File: config.mk
export PLATFORM = sky130hd
export DESIGN_NAME = addr_cmd_latch
export DESIGN_NICKNAME = d
export VERILOG_FILES = /design/src/rtl/addr_cmd_latch.sv
export SDC_FILE = /design/constraint.sdc
export NUM_CORES = 1
export LEC_CHECK = 0
export ABC_AREA = 1
export CAP_MARGIN = 30
export CORE_MARGIN = 3
export CORE_UTILIZATION = 30
export CTS_BUF_LIST = sky130_fd_sc_hd__clkbuf_4 sky130_fd_sc_hd__clkbuf_8
export DETAILED_ROUTE_END_ITERATION = 10
export MAX_ROUTING_LAYER = met4
export PLACE_DENSITY_LB_ADDON = 0.1
export REMOVE_ABC_BUFFERS = 1
export SETUP_SLACK_MARGIN = 0.5
export SYNTH_ARGS = -nofsm -noshare
export SYNTH_HDL_FRONTEND = slang
export SYNTH_SLANG_ARGS = --single-unit
File: constraint.sdc
create_clock -name clk -period 1.2 [get_ports clk]
set_clock_uncertainty 0.05 [all_clocks]
set_input_delay 0.12 -clock clk [delete_from_list [all_inputs] [get_ports clk]]
set_output_delay 0.12 -clock clk [all_outputs]
set_load 0.01 [all_outputs]
File: src/rtl/addr_cmd_latch.sv
// Captures multi-chunk addresses and single-chunk commands from a narrow
// strobed IO bus (NAND-style ALE/CLE/WE protocol).
module addr_cmd_latch #(
  parameter int IO_W      = 4,
  parameter int ADDR_W    = 12,
  parameter int MSB_FIRST = 0
) (
  input  logic              clk,
  input  logic              rst_n,
  input  logic [IO_W-1:0]   IO,
  input  logic              CE,
  input  logic              WE,
  input  logic              ALE,
  input  logic              CLE,
  input  logic              addr_ack,
  output logic [ADDR_W-1:0] address,
  output logic              address_ready,
  output logic [IO_W-1:0]   cmd,
  output logic              cmd_valid,
  output logic              addr_abort,
  output logic              overrun
);

  localparam int NCHUNK = ADDR_W / IO_W;
  localparam int CW     = (NCHUNK > 2) ? $clog2(NCHUNK) : 1;
  localparam logic [CW-1:0] LAST_CHUNK = CW'(NCHUNK - 1);

  typedef enum logic [1:0] {
    IDLE,
    COLLECT,
    READY
  } state_t;

  state_t              state_reg, state_next;
  logic [CW-1:0]       cnt_reg, cnt_next;
  logic [ADDR_W-1:0]   shreg_reg, shreg_next;
  logic [ADDR_W-1:0]   address_reg, address_next;
  logic                ready_reg, ready_next;
  logic [IO_W-1:0]     cmd_reg, cmd_next;
  logic                cmd_valid_reg, cmd_valid_next;
  logic                abort_reg, abort_next;
  logic                overrun_reg, overrun_next;
  logic                we_q_reg;

  logic                we_edge;
  logic                addr_wr;
  logic                cmd_wr;
  logic [ADDR_W-1:0]   shifted;

  assign we_edge = WE & ~we_q_reg;
  assign addr_wr = we_edge & ~CE & ALE & ~CLE;
  assign cmd_wr  = we_edge & ~CE & CLE & ~ALE;

  // After NCHUNK shifts the first chunk has reached its final slot.
  generate
    if (MSB_FIRST != 0) begin : g_msb_first
      assign shifted = {shreg_reg[ADDR_W-IO_W-1:0], IO};
    end else begin : g_lsb_first
      assign shifted = {IO, shreg_reg[ADDR_W-1:IO_W]};
    end
  endgenerate

  always_comb begin
    state_next     = state_reg;
    cnt_next       = cnt_reg;
    shreg_next     = shreg_reg;
    address_next   = address_reg;
    ready_next     = ready_reg;
    cmd_next       = cmd_reg;
    cmd_valid_next = cmd_wr;
    abort_next     = 1'b0;
    overrun_next   = overrun_reg;

    if (cmd_wr) begin
      cmd_next = IO;
    end

    case (state_reg)
      IDLE: begin
        if (addr_wr) begin
          shreg_next = shifted;
          cnt_next   = CW'(1);
          state_next = COLLECT;
        end
      end
      COLLECT: begin
        // A command write always has ALE low, so it falls into this abort.
        if (CE || !ALE) begin
          shreg_next = '0;
          cnt_next   = '0;
          abort_next = 1'b1;
          state_next = IDLE;
        end else if (addr_wr) begin
          if (cnt_reg == LAST_CHUNK) begin
            address_next = shifted;
            ready_next   = 1'b1;
            shreg_next   = '0;
            cnt_next     = '0;
            state_next   = READY;
          end else begin
            shreg_next = shifted;
            cnt_next   = cnt_reg + CW'(1);
          end
        end
      end
      READY: begin
        if (addr_ack) begin
          ready_next   = 1'b0;
          overrun_next = 1'b0;
          state_next   = IDLE;
        end else if (addr_wr) begin
          overrun_next = 1'b1;
        end
      end
      default: begin
        state_next = IDLE;
      end
    endcase
  end

  // we_q resets high so a WE already high at reset release is not an edge.
  always_ff @(posedge clk) begin
    if (!rst_n) begin
      state_reg     <= IDLE;
      cnt_reg       <= '0;
      shreg_reg     <= '0;
      address_reg   <= '0;
      ready_reg     <= 1'b0;
      cmd_reg       <= '0;
      cmd_valid_reg <= 1'b0;
      abort_reg     <= 1'b0;
      overrun_reg   <= 1'b0;
      we_q_reg      <= 1'b1;
    end else begin
      state_reg     <= state_next;
      cnt_reg       <= cnt_next;
      shreg_reg     <= shreg_next;
      address_reg   <= address_next;
      ready_reg     <= ready_next;
      cmd_reg       <= cmd_next;
      cmd_valid_reg <= cmd_valid_next;
      abort_reg     <= abort_next;
      overrun_reg   <= overrun_next;
      we_q_reg      <= WE;
    end
  end

  assign address       = address_reg;
  assign address_ready = ready_reg;
  assign cmd           = cmd_reg;
  assign cmd_valid     = cmd_valid_reg;
  assign addr_abort    = abort_reg;
  assign overrun       = overrun_reg;

endmodule

-- Word-level counts from Yosys, hierarchy flattened
Cells that the tools add are included.
- register bits after elaboration: 37
- bits in latches: 0
- bits in writable memories: 0
- memory bits (read-only): 0
- input port bits: 11
- logic and storage cells: 67
- memories kept: 0
- add/subtract/negate cells: 1
- multipliers: 0
- div/mod/pow operators: 0
- order comparisons: 0
- equal/unequal tests: 10
- shift-type cells: 0
- muxes and demuxes: 23
- bitwise gates (word level): 11
- reductions and logical operators: 12
- operators with widths (operator ; number):
    $mux W12 ; 4
    $pmux W12 S2 ; 1
    $mux W2 ; 8
    $ne A2 B2 Y1 const B ; 5
    $reduce_and A4 Y1 ; 2
    $mux W1 ; 7
    $and A1 B1 Y1 ; 6
    $ne A3 B3 Y1 const B ; 2
    $pmux W2 S3 ; 1
    $reduce_bool A2 Y1 ; 3
    $not A1 Y1 ; 5
    $reduce_and A5 Y1 ; 1
    $eq A2 B2 Y1 const B ; 2
    $pmux W2 S2 ; 1
    $reduce_and A2 Y1 ; 2
    $reduce_and A3 Y1 ; 1
    $add A2 B1 Y2 const B ; 1
    $eq A2 B1 Y1 const B ; 1
    $logic_not A2 Y1 ; 1
    $pmux W1 S2 ; 1
    $logic_not A1 Y1 ; 1
    $logic_or A1 B1 Y1 ; 1

-- Longest topological paths before layout
Gate-level depths: netlist of the first run.
- depth after elaboration: 8
- gate-level depth with buffers: 8
- gate-level depth less buffers: 8

-- Worst setup path before layout of the first run
No wires, ideal clock.
- path type: reg2reg
- start: reg state_reg[1]
- end: reg cnt_reg[1]
- library setup time: 0.115 ns
- arrival time: 1.062 ns
- data required time: 1.035 ns
- slack: -0.027 ns
- stages on the path, launching flop included: 8
- path buffers: 1
- path through: dfxtp_1 > inv_2 > nand2_4 > nor2_1 > inv_2 > clkbuf_8 > a21oi_1 > nor2_1
- word-level cells in the longest chain between the ends: 3
- elaborated cells on any way between the ends: 7
- RTL lines (what ; line ; RTL):
    from (decl) ; 34 ; state_t state_reg, state_next;
    from (signal assigned) ; 135 ; state_reg <= state_next;
    $eq A2 B1 Y1 or $logic_not A2 Y1 (tied branches) ; 78 ; case (state_reg)
    $ne A3 B3 Y1 (no source line), or another cell as far along ; -- ;
    $reduce_and A3 Y1 (no source line) ; -- ;
    to (signal assigned) ; 136 ; cnt_reg <= cnt_next;
    to (decl) ; 35 ; logic [CW-1:0] cnt_reg, cnt_next;
Parallel ways exist; a longest one is shown, timed or not.
A chain may end at the register's enable or synchronous reset.

-- Worst setup path in the final report of the first run
- start: reg we_q_reg
- end: reg address_reg[8], in the netlist address[8]
- word-level cells in the longest chain between the ends: 6
- RTL lines (what ; line ; RTL):
    from (decl) ; 43 ; logic we_q_reg;
    from (signal assigned) ; 133 ; we_q_reg <= 1'b1;
    from (signal assigned) ; 144 ; we_q_reg <= WE;
    $not A1 Y1 ; 50 ; assign we_edge = WE & ~we_q_reg;
    $and A1 B1 Y1 ; 50 ;
    $and A1 B1 Y1 (3 in a row) ; 51 ; assign addr_wr = we_edge & ~CE & ALE & ~CLE;
    $reduce_and A4 Y1 (no source line) ; -- ;
    to (signal assigned) ; 138 ; address_reg <= address_next;
    to (decl) ; 37 ; logic [ADDR_W-1:0] address_reg, address_next;
Every way passes these cells.

==> results of run 1 <==
-- repair_timing --
item,in CTS,in global routing
buffers inserted,10,6
gates cloned,4,0
pin swaps,29,18
resized for setup,191,29
endpoints found under the setup margin,53,53
-- report_power, final --
part	leakage (nW)	total, mW	internal (mW)	switching, mW
Sequential	0.278	1.25	1.18	0.0697
Combinational	0.592	1.45	0.699	0.747
Clock	0.0498	0.863	0.479	0.384
-- tightest hold or removal path, cell delays in order --
cell and delay, ns:
dlygate4sd2_1 0.20, inv_2 0.06, nand2_1 0.05
-- Yosys cell counts, drive strengths merged --
library cell / number
nor2: 46
buf: 2
inv: 13
clkbuf: 5
nand2: 16
nand3b: 2
nand3: 25
o21ai: 18
dfxtp: 33
nor3: 2
a21oi: 14
-- layer usage --
layer  vias to the layer above  wire length (µm)  share of wire, %  track usage [%]
met5                         -                 0                 0                -
met4                         0                37              0.96             3.07
met3                         5               149               3.8             4.68
met2                        28              1970                51             28.0
met1                       647              1710                44             18.9
li1                        704                 -                 -                -
-- kinds of logic (layout without fill, tap and decap cells) --
kind of cell	Yosys count	in the layout	share of synthesized area, %
buffers and inverters	20	85	7.07
DFF	33	33	49.1
and+or+nand+nor	91	92	31.9
AOI/OAI and AO/OA	32	32	11.9
-- how the worst min path moves through the flow --
stage                  start             to  slack (ns)  cells past startpoint
5_1_grt                   WE       we_q_reg        0.16                      3
3_5_place_dp   address_ready  address_ready        0.39                      2
3_3_place_gp   address_ready  address_ready        0.39                      2
2_1_floorplan          rst_n       we_q_reg        0.14                      1
4_1_cts                   WE       we_q_reg        0.12                      3
6_report                  WE       we_q_reg        0.13                      3
-- cell usage in the layout (no fill, tap or decap), drive strengths merged --
cell type      instances
buf                   52
nor2                  46
dfxtp                 33
nand3                 26
o21ai                 18
nand2                 16
a21oi                 14
inv                   12
clkbuf                 8
clkdlybuf4s50          5
dlygate4sd2            4
nand3b                 2
clkinvlp               2
nor3                   2
clkinv                 1
clkdlybuf4s15          1
-- stage by stage --
step	instance area [µm²]	worst slack (ns)
2_1_floorplan	1300	0.00434
3_3_place_gp	1790	-0.405
3_5_place_dp	1790	-0.459
4_1_cts	2200	-0.0385
5_1_grt	2350	-0.161
6_report	2350	-0.0530
-- area by class of cell --
class	count	area (µm²)
fill	364	1820
multi-input combinational	124	815
sequential	33	692
timing repair buffer	62	613
clock buffer	8	91.3
inverter	13	65.1
tap	50	62.6
timing repair inverter	2	13.8
==> results.yml, run 1 <==
worst_setup_path:
  crit_fanout: 6
  cp-endpoint: "address[8]"
  path_class: "reg -> reg"
  crit_cells: 5
  worstPathCellList: "nor3_4 -> buf_6 -> nand3_2 -> o21ai_1 -> nor2_1"
  endpoint_kind: "flip-flop"
  slowest_delay_ns: 0.33
  cp_num_buf_inv: 1
  cp_slowest_cell: "dfxtp_2"
  worstRegToRegCells: 5
  arrival_ns: 1.38
  worst_ep_required_time_ns: 1.33
  r2r_slack_ns: -0.05
  critPathTopFamily: "simple AND/OR/NAND/NOR gates"
  start_kind: "flip-flop"
  startpoint: "we_q_reg"
  worst_r2r_endpoint: "address[8]"
  r2r_start: "we_q_reg"
timing:
  period_share_pct: 104
  max_slew.worst_pin.slew_ns: 0.349
  timing.hold.ws_ns: 0.128
  max_freq_ghz: 0.798
  rsz0062_at_grt: "yes"
  fin_ws_ns: -0.0530
  drv_slew: 0
  fin_crit_ns: 1.25
  setup_viol: 20
  hold_violations: 0
  slew_headroom_pct: 76.7
  final.setup.tns_ns: -0.573
grt:
  grt_pass1_wl_um: 6540
  grt_overflow: 0
  first_global_vias: 1463
  grt_max_degree: 17
  antenna_found_initial: 0
  track_usage_pct: 16.2
detailed_routing:
  wire_per_inst_um: 13.3
  wirelength_um: 3870
  drc_errors: 0
  drtPass1Iterations: 4
  vias: 1384
  ant_nets: 0
  initialDrtViolationCount: 82
  vias_per_cell: 4.74
finish:
  diodes: 0
  drive_above_1_share_pct: 61.2
  post-route-util_pct: 56.4
  largest_reg_flops: 12
  final_nets: 252
  final_cells: 292
  area_delta_synth_final_pct: 74.9
power_and_ir_drop:
  total_power_mw: 3.56
  power.density_nw_per_um2: 1510
  power_leakage_nw: 0.920
  max-vdd-ir-drop_uv: 1060
clock_tree:
  clockBufferDepth: 2
  clk_pin_slew_ns: 0.07
  root_buffer: "clkbuf_8"
  cts_hold_buffers: 0
  clk_latency_ns: 0.28
  cts_sinks: 33
  cts_tree: "yes"
  cts-buffers-inserted: 5
  htreeDepth: 2
place:
  numPortBuffers: 30
  hpwl_um: 2390
  gp_congestion: 0.846
  dp_cells: 264
synthesis:
  synth_area_leaders: "dfxtp_1 (49%), nor2_1 (11%), nand3_1 (8.9%)"
  ys_seq_area_share_pct: 49.1
  syn_area_um2: 1350
  synth_seq_cells: 33
  synth_area_per_cell_um2: 7.64
  yosysWarningCount: 0
  netlist.area_leader.share_pct: 49.1
  ys_types: 21
  syn_inst: 176
  yosysTopAreaCell: "dfxtp_1"
floorplan:
  die_area_um2: 5320
  io_pins: 31
  num_rows: 23
  die_w_um: 73.0
  coreArea_um2: 4170
  start_util_pct: 32.2
  fp.dieH_um: 73.0
min_path:
  min_path_type: "in -> reg"
run_status:
  status: "finished, violations left"
  violations: "setup timing"
run:
  drv_cap: 0
Power figures use the tool's default switching activity.
==> inputs of run 2 (changes only) <==
Settings changed: TNS_END_PERCENT set to 20.
==> run 2 against run 1 <==
  * The run still ends with setup timing left
  * Worst hold slack better by 0.0012 ns
  * Final cell count down 4.1%
  * Worst setup slack got worse by 0.0025 ns
  * Register-to-register slack about the same
  * First-iteration DRC count shrank 22%
  * Maximum frequency shrank 0.20%
  * Global-route usage down 0.50 points
  * Core utilization fell by 5.9 points
  * Largest cell class unchanged
  * Largest power group is now sequential cells
==> results.yml, run 2 (synthesis results as in run 1) <==
finish:
  final_common_cell: "nor2_1"
  drive_above_1_share_pct: 44.8
  diodes: 0
  fin_area_um2: 2110
  largest_reg_flops: 12
  area_delta_synth_final_pct: 56.7
  layout_common_cells: "nor2_1 (36), dfxtp_1 (22), nand3_1 (19)"
  regArea_um2: 677
  final_nets: 240
  filler_cell_count: 388
  multi_input_area_um2: 734
worst_setup_path:
  endpoint_kind: "flip-flop"
  start_kind: "flip-flop"
  path_class: "reg -> reg"
  worst_ep_required_time_ns: 1.33
  worstRegToRegCells: 6
  crit_fanout: 6
  arrival_ns: 1.38
run_status:
  violations: "setup timing"
  status: "finished, violations left"
place:
  place_area_um2: 1790
  numPortBuffers: 30
  post-place-ws_ns: -0.459
  hpwl_um: 2390
  gp_congestion: 0.846
power_and_ir_drop:
  power_leakage_nw: 0.839
  power.density_nw_per_um2: 1540
  max-vdd-ir-drop_uv: 972
  total_power_mw: 3.25
timing:
  slew_headroom_pct: 71.9
  setup_viol: 13
  period_share_pct: 105
  fin_crit_ns: 1.26
  rsz0062_at_grt: "yes"
  drv_slew: 0
  hold_violations: 0
  max_freq_ghz: 0.797
  max_slew.worst_pin.slew_ns: 0.421
  fin_ws_ns: -0.0555
clock_tree:
  cts_hold_buffers: 0
  htreeDepth: 2
  clockBufferDepth: 2
  root_buffer: "clkbuf_8"
  clk_latency_ns: 0.28
  cts_tree: "yes"
  clk_pin_slew_ns: 0.07
  cts_sinks: 33
  cts-buffers-inserted: 5
floorplan:
  die_area_um2: 5320
  fp.dieH_um: 73.0
  num_rows: 23
  die_w_um: 73.0
  coreArea_um2: 4170
  start_util_pct: 32.2
  io_pins: 31
grt:
  antenna_found_initial: 0
  grt-busiest-layer: "met2"
  grtUsageMet1_pct: 18.7
  grt_pass1_wl_um: 6400
  track_usage_pct: 15.7
  grt_max_degree: 17
  use_met2_pct: 26.1
  grtUsageMet3_pct: 4.96
  grt_overflow: 0
  first_global_vias: 1451
detailed_routing:
  drc_errors: 0
  initialDrtViolationCount: 64
  drtPass1Iterations: 4
  vias_per_cell: 4.83
  vias: 1352
  wirelength_um: 3640
  wire_per_inst_um: 13.0
  ant_nets: 0
run:
  drv_cap: 0
min_path:
  min_path_type: "in -> reg"
  min_path_cells: 3
run 2: cell count changes in the layout (fill, tap and decap cells not counted), sizes merged:
cell	change
buf	-18
dlygate4sd2	+3
clkinvlp	-2
inv	+1
clkdlybuf4s15	+4
run 2: report_power, final:
part / internal (mW) / switching (mW)
Combinational: 0.507 / 0.629
Clock: 0.480 / 0.386
Sequential: 1.18 / 0.0726
run 2: metrics by stage:
| step | utilization (%) | instances | setup TNS (ns) | hold WS (ns) |
|---|---|---|---|---|
| 6_report | 50.5 | 280 | -0.408 | 0.129 |
| 5_1_grt | 50.5 | 280 | -2.57 | 0.158 |
| 4_1_cts | 49.9 | 279 | -0.379 | 0.123 |
| 3_5_place_dp | 42.8 | 264 | -11.88 | 0.395 |
| 3_3_place_gp | 42.8 | 264 | -10.76 | 0.388 |
| 2_1_floorplan | - | 169 | 0 | 0.139 |
run 2: timing repair:
item,in CTS,in global routing
buffers inserted,4,1
endpoints found under the setup margin,53,52
resized for setup,148,12
pin swaps,27,8
cloned,3,0
run 2: worst max-delay path: stages (launching register included):
cell and delay, ns:
dfxtp_2 0.33, inv_2 0.07, nand2_4 0.06, nor2_4 0.20, nand3_2 0.19, o21ai_1 0.19, nor2_1 0.06
run 2: worst paths after layout:
kind	from	endpoint	slack, ns
worst max-delay path	cnt_reg[0]	address[8]	-0.06
worst min-delay path	WE	we_q_reg	0.13
worst max register to register	cnt_reg[0]	address[8]	-0.06
worst min register to register	address_ready	address_ready	0.40
run 2: area by class of cell:
type / instances / area share [%]
multi-input cells: 124 / 34.9
flip-flops and latches: 33 / 32.1
repair buffers: 51 / 22.6
clock buffers: 8 / 4.33
well taps: 50 / 2.97
inverters: 13 / 2.79
repair inverters: 1 / 0.297
run 2: routing by layer:
layer	wire length [µm]	vias up	part of all wire, %
met3	150	4	4.1
li1	-	688	-
met1	1620	631	45
met4	32	0	0.88
met2	1840	29	50
met5	0	-	0
